--- src/rtl/stack_control_pkg.sv ---
// Shared types and constants for the block-stacker sequencing controller.
package stack_pkg;

  typedef enum logic [2:0] {
    ST_IDLE,
    ST_DRAW,
    ST_WAIT,
    ST_ERASE,
    ST_STEP,
    ST_LOCK,
    ST_END
  } state_t;

  localparam int BLK_PIX        = 16;   // pixels in the 4x4 block
  localparam int Y_BASE         = 119;  // y of the bottom row
  localparam int ROW_H          = 4;    // rows climb by one block height
  localparam int MAX_LEVEL_DEF  = 29;   // top row sits at y = 3
  localparam int SPEED_INIT_DEF = 8;    // frames per step at level 0

  // Frames per step for a level, floored at one frame.
  function automatic logic [7:0] calc_speed(input logic [7:0] init,
                                            input logic [5:0] level);
    logic [7:0] lvl8;
    lvl8 = {2'b00, level};
    if (init > lvl8) return init - lvl8;
    else             return 8'd1;
  endfunction

endpackage

--- src/rtl/stack_control_if.sv ---
// Key/frame inputs and datapath/VGA outputs of the stack controller.
interface stack_if;
  logic       start;
  logic       stop_btn;
  logic       frame_tick;
  logic [7:0] x_curr;
  logic       step;
  logic       colour_erase_enable;
  logic       plot;
  logic [3:0] offset;
  logic [5:0] curr_level;
  logic       game_over;
  logic       win;
  logic       busy;

  // Controller side: sequences the datapath.
  modport master (
    input  start, stop_btn, frame_tick, x_curr,
    output step, colour_erase_enable, plot, offset, curr_level,
           game_over, win, busy
  );

  // Environment side: keys, frame timer and position register.
  modport slave (
    output start, stop_btn, frame_tick, x_curr,
    input  step, colour_erase_enable, plot, offset, curr_level,
           game_over, win, busy
  );
endinterface

--- src/rtl/stack_control_edge_detect.sv ---
// Registered rising-edge detector: one-cycle pulse the cycle after the input rises.
module edge_detect (
  input  logic clk,
  input  logic resetn,
  input  logic sig_i,
  output logic rise_o
);

  logic prev_q;
  logic rise_q;

  // Remember last sample and flag a low-to-high change.
  always_ff @(posedge clk or negedge resetn) begin
    if (!resetn) begin
      prev_q <= 1'b0;
      rise_q <= 1'b0;
    end else begin
      prev_q <= sig_i;
      rise_q <= sig_i & ~prev_q;
    end
  end

  assign rise_o = rise_q;

endmodule

--- src/rtl/stack_control.sv ---
// Sequencing controller for the block stacker: draw, wait frames, erase,
// step, and lock/level handling with win and game-over detection.
module stack_control
  import stack_pkg::*;
#(
  parameter int SPEED_INIT = SPEED_INIT_DEF,
  parameter int MAX_LEVEL  = MAX_LEVEL_DEF
) (
  input  logic   clk,
  input  logic   resetn,
  stack_if.master bus
);

  state_t     state_q;
  logic [3:0] offset_q;
  logic [5:0] level_q;
  logic [7:0] prev_x_q;
  logic [7:0] fcnt_q;
  logic       stop_pend_q;
  logic       step_q;
  logic       plot_q;
  logic       cee_q;
  logic       game_over_q;
  logic       win_q;
  logic       busy_q;

  logic       stop_rise;
  logic       start_rise;
  logic [7:0] speed;
  logic [8:0] fcnt_inc;
  logic       aligned;
  logic       last_pix;

  edge_detect u_stop_edge (
    .clk    (clk),
    .resetn (resetn),
    .sig_i  (bus.stop_btn),
    .rise_o (stop_rise)
  );

  edge_detect u_start_edge (
    .clk    (clk),
    .resetn (resetn),
    .sig_i  (bus.start),
    .rise_o (start_rise)
  );

  assign speed    = calc_speed(8'(SPEED_INIT), level_q);
  assign fcnt_inc = {1'b0, fcnt_q} + 9'd1;
  // Level 0 has nothing below it, so any position is a valid landing.
  assign aligned  = (level_q == 6'd0) || (bus.x_curr == prev_x_q);
  assign last_pix = (offset_q == 4'(BLK_PIX - 1));

  // Main sequencer; every output is a register updated alongside the state.
  always_ff @(posedge clk or negedge resetn) begin
    if (!resetn) begin
      state_q     <= ST_IDLE;
      offset_q    <= 4'd0;
      level_q     <= 6'd0;
      prev_x_q    <= 8'd0;
      fcnt_q      <= 8'd0;
      stop_pend_q <= 1'b0;
      step_q      <= 1'b0;
      plot_q      <= 1'b0;
      cee_q       <= 1'b0;
      game_over_q <= 1'b0;
      win_q       <= 1'b0;
      busy_q      <= 1'b0;
    end else begin
      step_q <= 1'b0;
      case (state_q)
        ST_IDLE: begin
          if (bus.start) begin
            state_q  <= ST_DRAW;
            level_q  <= 6'd0;
            offset_q <= 4'd0;
            plot_q   <= 1'b1;
            cee_q    <= 1'b0;
            busy_q   <= 1'b1;
          end
        end
        ST_DRAW, ST_ERASE: begin
          if (stop_rise) stop_pend_q <= 1'b1;
          if (last_pix) begin
            offset_q <= 4'd0;
            plot_q   <= 1'b0;
            cee_q    <= 1'b0;
            if (state_q == ST_DRAW) begin
              state_q <= ST_WAIT;
            end else begin
              // Step lands between old-x erase and new-x redraw.
              state_q <= ST_STEP;
              step_q  <= 1'b1;
            end
          end else begin
            offset_q <= offset_q + 4'd1;
          end
        end
        ST_STEP: begin
          if (stop_rise) stop_pend_q <= 1'b1;
          state_q  <= ST_DRAW;
          offset_q <= 4'd0;
          plot_q   <= 1'b1;
          cee_q    <= 1'b0;
        end
        ST_WAIT: begin
          // A stop beats a coincident frame tick; the tick is dropped.
          if (stop_pend_q || stop_rise) begin
            state_q <= ST_LOCK;
          end else if (bus.frame_tick) begin
            if (fcnt_inc >= {1'b0, speed}) begin
              fcnt_q   <= 8'd0;
              state_q  <= ST_ERASE;
              offset_q <= 4'd0;
              plot_q   <= 1'b1;
              cee_q    <= 1'b1;
            end else begin
              fcnt_q <= fcnt_inc[7:0];
            end
          end
        end
        ST_LOCK: begin
          stop_pend_q <= 1'b0;
          if (aligned && (level_q == 6'(MAX_LEVEL))) begin
            win_q   <= 1'b1;
            busy_q  <= 1'b0;
            state_q <= ST_END;
          end else if (aligned) begin
            prev_x_q <= bus.x_curr;
            level_q  <= level_q + 6'd1;
            state_q  <= ST_DRAW;
            offset_q <= 4'd0;
            plot_q   <= 1'b1;
            cee_q    <= 1'b0;
          end else begin
            game_over_q <= 1'b1;
            busy_q      <= 1'b0;
            state_q     <= ST_END;
          end
        end
        ST_END: begin
          if (start_rise) begin
            level_q     <= 6'd0;
            prev_x_q    <= 8'd0;
            game_over_q <= 1'b0;
            win_q       <= 1'b0;
            state_q     <= ST_DRAW;
            offset_q    <= 4'd0;
            plot_q      <= 1'b1;
            cee_q       <= 1'b0;
            busy_q      <= 1'b1;
          end
        end
        default: begin
          state_q <= ST_IDLE;
        end
      endcase
    end
  end

  assign bus.step                = step_q;
  assign bus.colour_erase_enable = cee_q;
  assign bus.plot                = plot_q;
  assign bus.offset              = offset_q;
  assign bus.curr_level          = level_q;
  assign bus.game_over           = game_over_q;
  assign bus.win                 = win_q;
  assign bus.busy                = busy_q;

endmodule

--- src/flat_wrapper.sv ---
// flat-port wrapper written by rule: the top's interface ports become plain ports
module stack_control_flat import stack_pkg::*;
#(
  parameter int SPEED_INIT = SPEED_INIT_DEF,
  parameter int MAX_LEVEL  = MAX_LEVEL_DEF
)
  (clk, resetn, bus_start, bus_stop_btn, bus_frame_tick, bus_x_curr, bus_step, bus_colour_erase_enable, bus_plot, bus_offset, bus_curr_level, bus_game_over, bus_win, bus_busy);
  stack_if bus_i ();
  input  logic clk;
  input  logic resetn;
  input wire logic [$bits(bus_i.start)-1:0] bus_start;
  input wire logic [$bits(bus_i.stop_btn)-1:0] bus_stop_btn;
  input wire logic [$bits(bus_i.frame_tick)-1:0] bus_frame_tick;
  input wire logic [$bits(bus_i.x_curr)-1:0] bus_x_curr;
  output wire logic [$bits(bus_i.step)-1:0] bus_step;
  output wire logic [$bits(bus_i.colour_erase_enable)-1:0] bus_colour_erase_enable;
  output wire logic [$bits(bus_i.plot)-1:0] bus_plot;
  output wire logic [$bits(bus_i.offset)-1:0] bus_offset;
  output wire logic [$bits(bus_i.curr_level)-1:0] bus_curr_level;
  output wire logic [$bits(bus_i.game_over)-1:0] bus_game_over;
  output wire logic [$bits(bus_i.win)-1:0] bus_win;
  output wire logic [$bits(bus_i.busy)-1:0] bus_busy;
  assign bus_i.start = bus_start;
  assign bus_i.stop_btn = bus_stop_btn;
  assign bus_i.frame_tick = bus_frame_tick;
  assign bus_i.x_curr = bus_x_curr;
  assign bus_step = bus_i.step;
  assign bus_colour_erase_enable = bus_i.colour_erase_enable;
  assign bus_plot = bus_i.plot;
  assign bus_offset = bus_i.offset;
  assign bus_curr_level = bus_i.curr_level;
  assign bus_game_over = bus_i.game_over;
  assign bus_win = bus_i.win;
  assign bus_busy = bus_i.busy;
  stack_control #(.SPEED_INIT(SPEED_INIT), .MAX_LEVEL(MAX_LEVEL)) u_core (.clk(clk), .resetn(resetn), .bus(bus_i));
endmodule
--- config.mk ---
export PLATFORM = sky130hd
export DESIGN_NAME = stack_control_flat
export DESIGN_NICKNAME = d
export VERILOG_FILES = /design/src/rtl/stack_control_pkg.sv /design/src/rtl/stack_control_if.sv /design/src/rtl/stack_control_edge_detect.sv /design/src/rtl/stack_control.sv /design/src/flat_wrapper.sv
export SDC_FILE = /design/constraint.sdc
export NUM_CORES = 1
export LEC_CHECK = 0
export ABC_CLOCK_PERIOD_IN_PS = 3600
export BUFFER_PORTS_ARGS = -buffer_cell sky130_fd_sc_hd__buf_2
export CAP_MARGIN = 30
export CORE_MARGIN = 4
export CORE_UTILIZATION = 35
export CTS_BUF_LIST = sky130_fd_sc_hd__clkbuf_16
export CTS_CLUSTER_SIZE = 28
export DETAILED_ROUTE_END_ITERATION = 10
export GPL_TIMING_DRIVEN = 0
export SKIP_LAST_GASP = 1
export SLEW_MARGIN = 5
export SYNTH_ARGS = -nofsm -noshare
export SYNTH_HDL_FRONTEND = slang
export SYNTH_SLANG_ARGS = --single-unit
--- constraint.sdc ---
create_clock -name clk -period 3.6 [get_ports clk]
set_input_delay 0.18 -clock clk [delete_from_list [all_inputs] [get_ports clk]]
set_output_delay 0.18 -clock clk [all_outputs]
set_load 0.1 [all_outputs]
Yosys cells after proc, flatten, opt, wreduce, memory -nomap -nowiden
Cells that the tools add are included.
{ "word_totals": {"ramBits": 0, "in_bits": 13, "n_memories": 0, "mem_bits_ro": 0, "latchBits": 0, "output_inout_bits": 16, "reg_bits": 40, "elab_cells": 128} }
{ "op_classes": {"div": 0, "n_mul": 0, "magnitude_cmp": 2, "n_shift": 0, "eq_ne": 23, "add_sub_neg": 4, "reduce_logical": 21, "bitwise": 5, "n_mux": 57} }
{ "ops": {"columns": ["op", "n"], "rows": [
  ["$mux 8", 5],
  ["$mux 4", 8],
  ["$mux 3", 9],
  ["$mux 6", 4],
  ["$pmux 4 s6", 1],
  ["$mux 1", 21],
  ["$pmux 3 s6", 1],
  ["$pmux 6 s3", 1],
  ["$pmux 8 s2", 1],
  ["$ne 2x2->1 const B", 6],
  ["$pmux 1 s6", 2],
  ["$reduce_and 4->1", 3],
  ["$ne 2x1->1 const B", 5],
  ["$reduce_and 5->1", 2],
  ["$add 8x1->9 const B", 1],
  ["$eq 3x3->1 const B", 3],
  ["$ge 9x8->1", 1],
  ["$reduce_and 9->1", 1],
  ["$eq 8x8->1", 1],
  ["$reduce_and 8->1", 1],
  ["$sub 4x6->7 const A", 1],
  ["$add 6x1->6 const B", 1],
  ["$eq 3x2->1 const B", 2],
  ["$eq 6x5->1 const B", 1],
  ["22 further kinds", 30]
]} }

Depth between registers and ports, before layout
{ "logic_depth": {"depth_word": 7, "ltp_mapped": 13} }

Hierarchy
Synthesis repeated with hierarchy kept, for this count alone.
{ "hier_totals": {"cells_unflattened": 243, "area_unflattened_um2": 2307.2} }
{ "by_module_without_submodules": {"columns": ["module", "area_each_um2", "instances", "cells_each"], "rows": [
  ["stack_control", 2179.6, 1, 237],
  ["edge_detect", 63.8, 2, 3]
]} }

Least setup slack after synthesis
Ideal clock, no wire load.
{ "synth_timing": {"path_kind": "reg2reg", "start": "reg u_core.level_q[0], in the netlist u_core.bus.curr_level[0]", "end": "reg u_core.state_q[1]", "path_buffers": 0, "arrival_ns": 3.726, "stages_incl_launch_ff": 13, "required_time_ns": 3.475, "synth_period_minus_slack_ns": 3.850, "slack_ns": -0.250, "path_cell_list": "dfrtp_1 inv_1 ha_1 or4_1 a211oi_1 nand2_1 ha_1 a21oi_1 o22ai_1 nor3_1 nand2_1 a41o_1 mux2_2"} }
{ "synth_via": {"elab_chain_len": 5, "elab_cells_between_ends": 13, "cone_classes": "add/sub: 1; order compare: 2; eq/ne: 2; mux: 4; reduce/logical: 4"} }
{ "synth_lines": {"columns": ["element", "line", "text"], "rows": [
  ["from (decl)", "stack_control.sv:16", "logic [5:0] level_q;"],
  ["from (signal assigned)", "stack_control.sv:130", "level_q <= level_q + 6'd1;"],
  ["$sub 4x6->7 (tied with other cells)", "stack_control_pkg.sv:25", "if (init > lvl8) return init - lvl8;"],
  ["$mux 8 or $logic_or 1x1->1 (tied branches)", "stack_control_pkg.sv:25, stack_control.sv:51", null],
  ["$ge 9x8->1 (tied with other cells)", "stack_control.sv:111", "if (fcnt_inc >= {1'b0, speed}) begin"],
  ["$ne 3x1->1 (no source line) or $mux 3 (tied branches)", null, null],
  ["$reduce_and 5->1 (no source line) or $pmux 3 s6 (tied branches)", null, null],
  ["to (signal assigned)", "stack_control.sv:109", "state_q <= ST_LOCK;"],
  ["to (signal assigned)", "stack_control.sv:113", "state_q <= ST_ERASE;"],
  ["to (signal assigned)", "stack_control.sv:127", "state_q <= ST_END;"],
  ["to (decl)", "stack_control.sv:14", "state_t state_q;"]
]} }
Several ways; a longest one is shown, not always the timed one.
A chain may end at the register's enable or synchronous reset.

Worst setup path in the final report
Ends and elaborated chain as after synthesis.

==> metrics.md <==
| Metric | Value |
|---|---|
| Outcome | `completed` |
| Cells after Synth | `244` |
| Max Clk Rate | `0.291 GHz` |
| Global-route wire length before repair | `between 8000 and 9000 um` |
| Post-synthesis cell area | `2340 um2` |
| Root buffer cell | `clkbuf_16` |
| Vias per std cell | `5.27` |
| Drt pass-1 iters | `4` |
| H-tree levels | `2` |
| Max clock buf depth | `2` |
| WL per Instance | `approximately 14 um` |
| Ys async rst share | `100%` |
| Design Area, Final | `about 2800 um2` |
| Avg Inst Size Synth | `between 9 and 10 um2` |
| Final setup viols | `0` |
| Fin Setup TNS | `0 ps` |
| Setup CP Type | `reg2reg` |
| CTS sink cnt | `40` |
| Min-delay worst type | `in2reg` |
| Post-layout nets | `a little over 300` |
| EDFF count, synth | `0` |
| Total core area | `about 6400 um2` |
| Slew Limit Fails | `0` |
| CP Capture Type | `register` |
| Layout cells sized above 1 | `~21%` |
| Max VDD drop | `0.478 mV` |
| Power Dens Cells | `~900 nW/um2` |
| Critical Path Fanout Max | `9` |
| WP data arrival | `about 3600 ps` |
| CTS buffer count | `5` |
| Worst Skew | `9.53 ps` |
| Iter 0 DRT Violations | `between 60 and 70` |
| Synth cell types | `49` |
| Port bufs | `28` |
| R2R cell count | `12` |
| Reg clk slew, reported paths | `~70 ps` |
| Synth Register Bits | `40` |
| Data required time of the worst path | `about 3800 ps` |
| Routed WL | `between 5000 and 6000 um` |
| Slowest cell delay on critical path | `about 440 ps` |
| Initial Util | `roughly 36%` |
| Placer congestion estimate | `~0.80` |
| Critical R2R Launch | `u_core.bus.curr_level[0]` |
| N_diodes | `0` |
| Design Power | `between 0.002 and 0.0025 W` |
| Leakage | `between 1 and 1.5 nW` |
| Min Hold Slack | `about 12 ps` |
| Routed vias | `1,891` |
| Ports | `29` |
| CP endpoint | `u_core.state_q[1]` |
| Syn nets | `270` |
| GRT Residual Overflow | `0` |
| Gr usage total | `between 10% and 20%` |
| Top_reg_cell synth | `dfrtp_1` |
| Post-layout util | `between 40% and 50%` |
| Initial antenna violation count | `0` |
| Die ar. | `8050 um2` |
| Final worst-path cycle share | `95.6%` |
| Fin crit period | `3440 ps` |
| Hpwl dp | `3630 um` |
| Chip height | `around 90 um` |
| Cell Area, Placed | `about 2600 um2` |
| Setup crit start kind | `register` |
| Critical path, cell by cell | `inv_1 > ha_1 > or4_1 > a211oi_2 > nand2_1 > ha_1 > a21oi_1 > o22ai_1 > nor3_1 > nand2_2 > a41o_1 > mux2_2` |
| Synth warn | `0` |
| Sequential share of the synthesized area | `between 40 and 50%` |
| Max cap viols | `0` |
| Rows | `29` |
| TritonCTS clock tree | `yes` |
| DR DRC count | `0` |
| Vias in the first global route | `about 1,800` |
| Worst skew pair latency | `approximately 290 ps` |
| Post-DRT Antenna Nets | `0` |
| Slowest cell on the critical path | `dfrtp_2` |
| Final Hold Vio Count | `0` |
| Fillers | `between 600 and 700` |
| DIE WIDTH | `89.7 um` |
| Register-to-Register Setup Slack | `160 ps` |
| Area Growth Syn to Fin | `19.3%` |
| Crit path top cell by count | `ha_1` |
| Largest net degree at the start of global routing | `between 40 and 50` |
| Critical Path Source | `u_core.bus.curr_level[0]` |
| Reg2reg end | `u_core.state_q[1]` |
synthesized netlist by cell type (3+ instances only):
master    number  area (um2)
dfrtp_1       40        1000
nand2_1       32         120
ha_1          13         163
nand3_1       13        65.1
nor2_1        13        48.8
o21ai_0       13        65.1
inv_1         12        45.0
xor2_1        12         105
a21oi_1        9        45.0
a22o_1         8        70.1
nor3_1         6        30.0
xnor2_1        5        43.8
a31oi_1        4        25.0
and3_1         4        25.0
clkbuf_1       4        15.0
o21a_1         4        30.0
a211oi_1       3        22.5
mux2i_1        3        30.0
nand4_1        3        18.8
nor2b_1        3        18.8
o31ai_1        3        22.5
or3_1          3        18.8
how the worst min path moves through the flow:
stage / from / endpoint / slack [ps] / cells after the start
2_1_floorplan: resetn / u_core.bus.busy / -120 / 0
3_3_place_gp: bus_stop_btn / u_core.u_stop_edge.prev_q / 300 / 1
3_5_place_dp: bus_stop_btn / u_core.u_stop_edge.prev_q / 300 / 1
4_1_cts: bus_stop_btn / u_core.u_stop_edge.prev_q / 8 / 1
5_1_grt: bus_stop_btn / u_core.u_stop_edge.prev_q / 9 / 1
6_report: bus_stop_btn / u_core.u_stop_edge.prev_q / 10 / 1
cell type report:
| type | count | area, um2 | share of cell area, % |
|---|---|---|---|
| Inverter | 12 | 45.0 | 1.62 |
| Sequential cell | 40 | 1000 | 36.0 |
| Multi-Input combinational cell | 184 | 1250 | 44.9 |
| Tap cell | 77 | 96.3 | 3.46 |
| Clock buffer | 5 | 125 | 4.49 |
| Buffer | 8 | 50.0 | 1.80 |
| Clock inverter | 3 | 46.3 | 1.66 |
| Timing Repair Buffer | 30 | 170 | 6.10 |
power breakdown:
group / total (W) / internal, W / switching (W)
Sequential: 0.000710 / 0.000587 / 0.000123
Combinational: 0.00127 / 0.000400 / 0.000872
Clock: 0.000515 / 0.000329 / 0.000186
registers in the layout, indices dropped and copies added (netlist names):
| register | flops |
|---|---|
| u_core.bus.offset | 4 |
| u_core.u_start_edge.rise_o | 1 |
| u_core.state_q | 3 |
| u_core.bus.busy | 1 |
| u_core.bus.game_over | 1 |
| u_core.bus.win | 1 |
| u_core.u_stop_edge.rise_o | 1 |
| u_core.bus.colour_erase_enable | 1 |
| u_core.bus.plot | 1 |
| u_core.u_stop_edge.prev_q | 1 |
| u_core.bus.step | 1 |
| u_core.u_start_edge.prev_q | 1 |
| u_core.stop_pend_q | 1 |
| u_core.bus.curr_level | 6 |
| u_core.prev_x_q | 8 |
| u_core.fcnt_q | 8 |
per-layer routing:
layer  up-vias  GRT usage (%)  wire (um)
met5         -              0          0
met4         0           4.98         80
met3         7           2.67        159
met2        28           20.9       2420
met1       910           16.4       2340
li1        946              -          -
layout by cell type, fill, tap and decap left out, types with 2 or more instances in the layout:
| cell | n |
|---|---|
| buf_2 | 29 |
| nor4_4 | 2 |
| a211oi_1 | 2 |
| nand2_1 | 31 |
| dfrtp_1 | 38 |
| o22ai_1 | 2 |
| a31o_2 | 2 |
| nand3_1 | 13 |
| a22o_1 | 8 |
| xnor2_1 | 5 |
| buf_6 | 2 |
| clkbuf_1 | 4 |
| nor3_1 | 6 |
| dfrtp_2 | 2 |
| nand2b_1 | 2 |
| ha_1 | 13 |
| a21oi_1 | 9 |
| mux2_2 | 2 |
| nor2b_1 | 3 |
| o21a_1 | 4 |
| and3_1 | 4 |
| nand4_1 | 3 |
| inv_1 | 12 |
| or3_1 | 3 |
| a31oi_1 | 4 |
| mux2i_1 | 3 |
| xor2_1 | 12 |
| clkbuf_16 | 5 |
| or4_1 | 2 |
| o31ai_1 | 3 |
| o21ai_0 | 13 |
| nor2_1 | 12 |
logic make-up after synthesis:
group	Yosys count	share of synthesized area [%]
compound gates	60	17.9
mux	5	2.25
other cells	1	0.160
flops	40	42.8
buf+inv	20	4.07
simple gates	88	19.5
xor+xnor	17	6.37
fa+ha+maj	13	6.96
worst max-delay path, delay by kind of cell, from the launching register on:
kind                       cells  cell delay, ps
AOI/OAI and AO/OA              4             880
adders and majority gates      2             560
buffers and inverters          1              90
DFF                            1             440
muxes                          1             260
and+or+nand+nor                4            1070
through the flow:
step / setup WS, ps / instances
6_report: 158 / 359
5_1_grt: -55.1 / 359
3_5_place_dp: 1.08 / 349
3_3_place_gp: 25.1 / 349
4_1_cts: 59.5 / 357
2_1_floorplan: 92.4 / 244
timing repair:
action                                 in CTS  in global routing
buffers inserted                            0                  0
setup endpoints to repair                   1                 16
endpoints found under the hold margin       0                 14
hold buffers                                0                  1
resized for setup                           1                  2
Power figures use the tool's default switching activity.
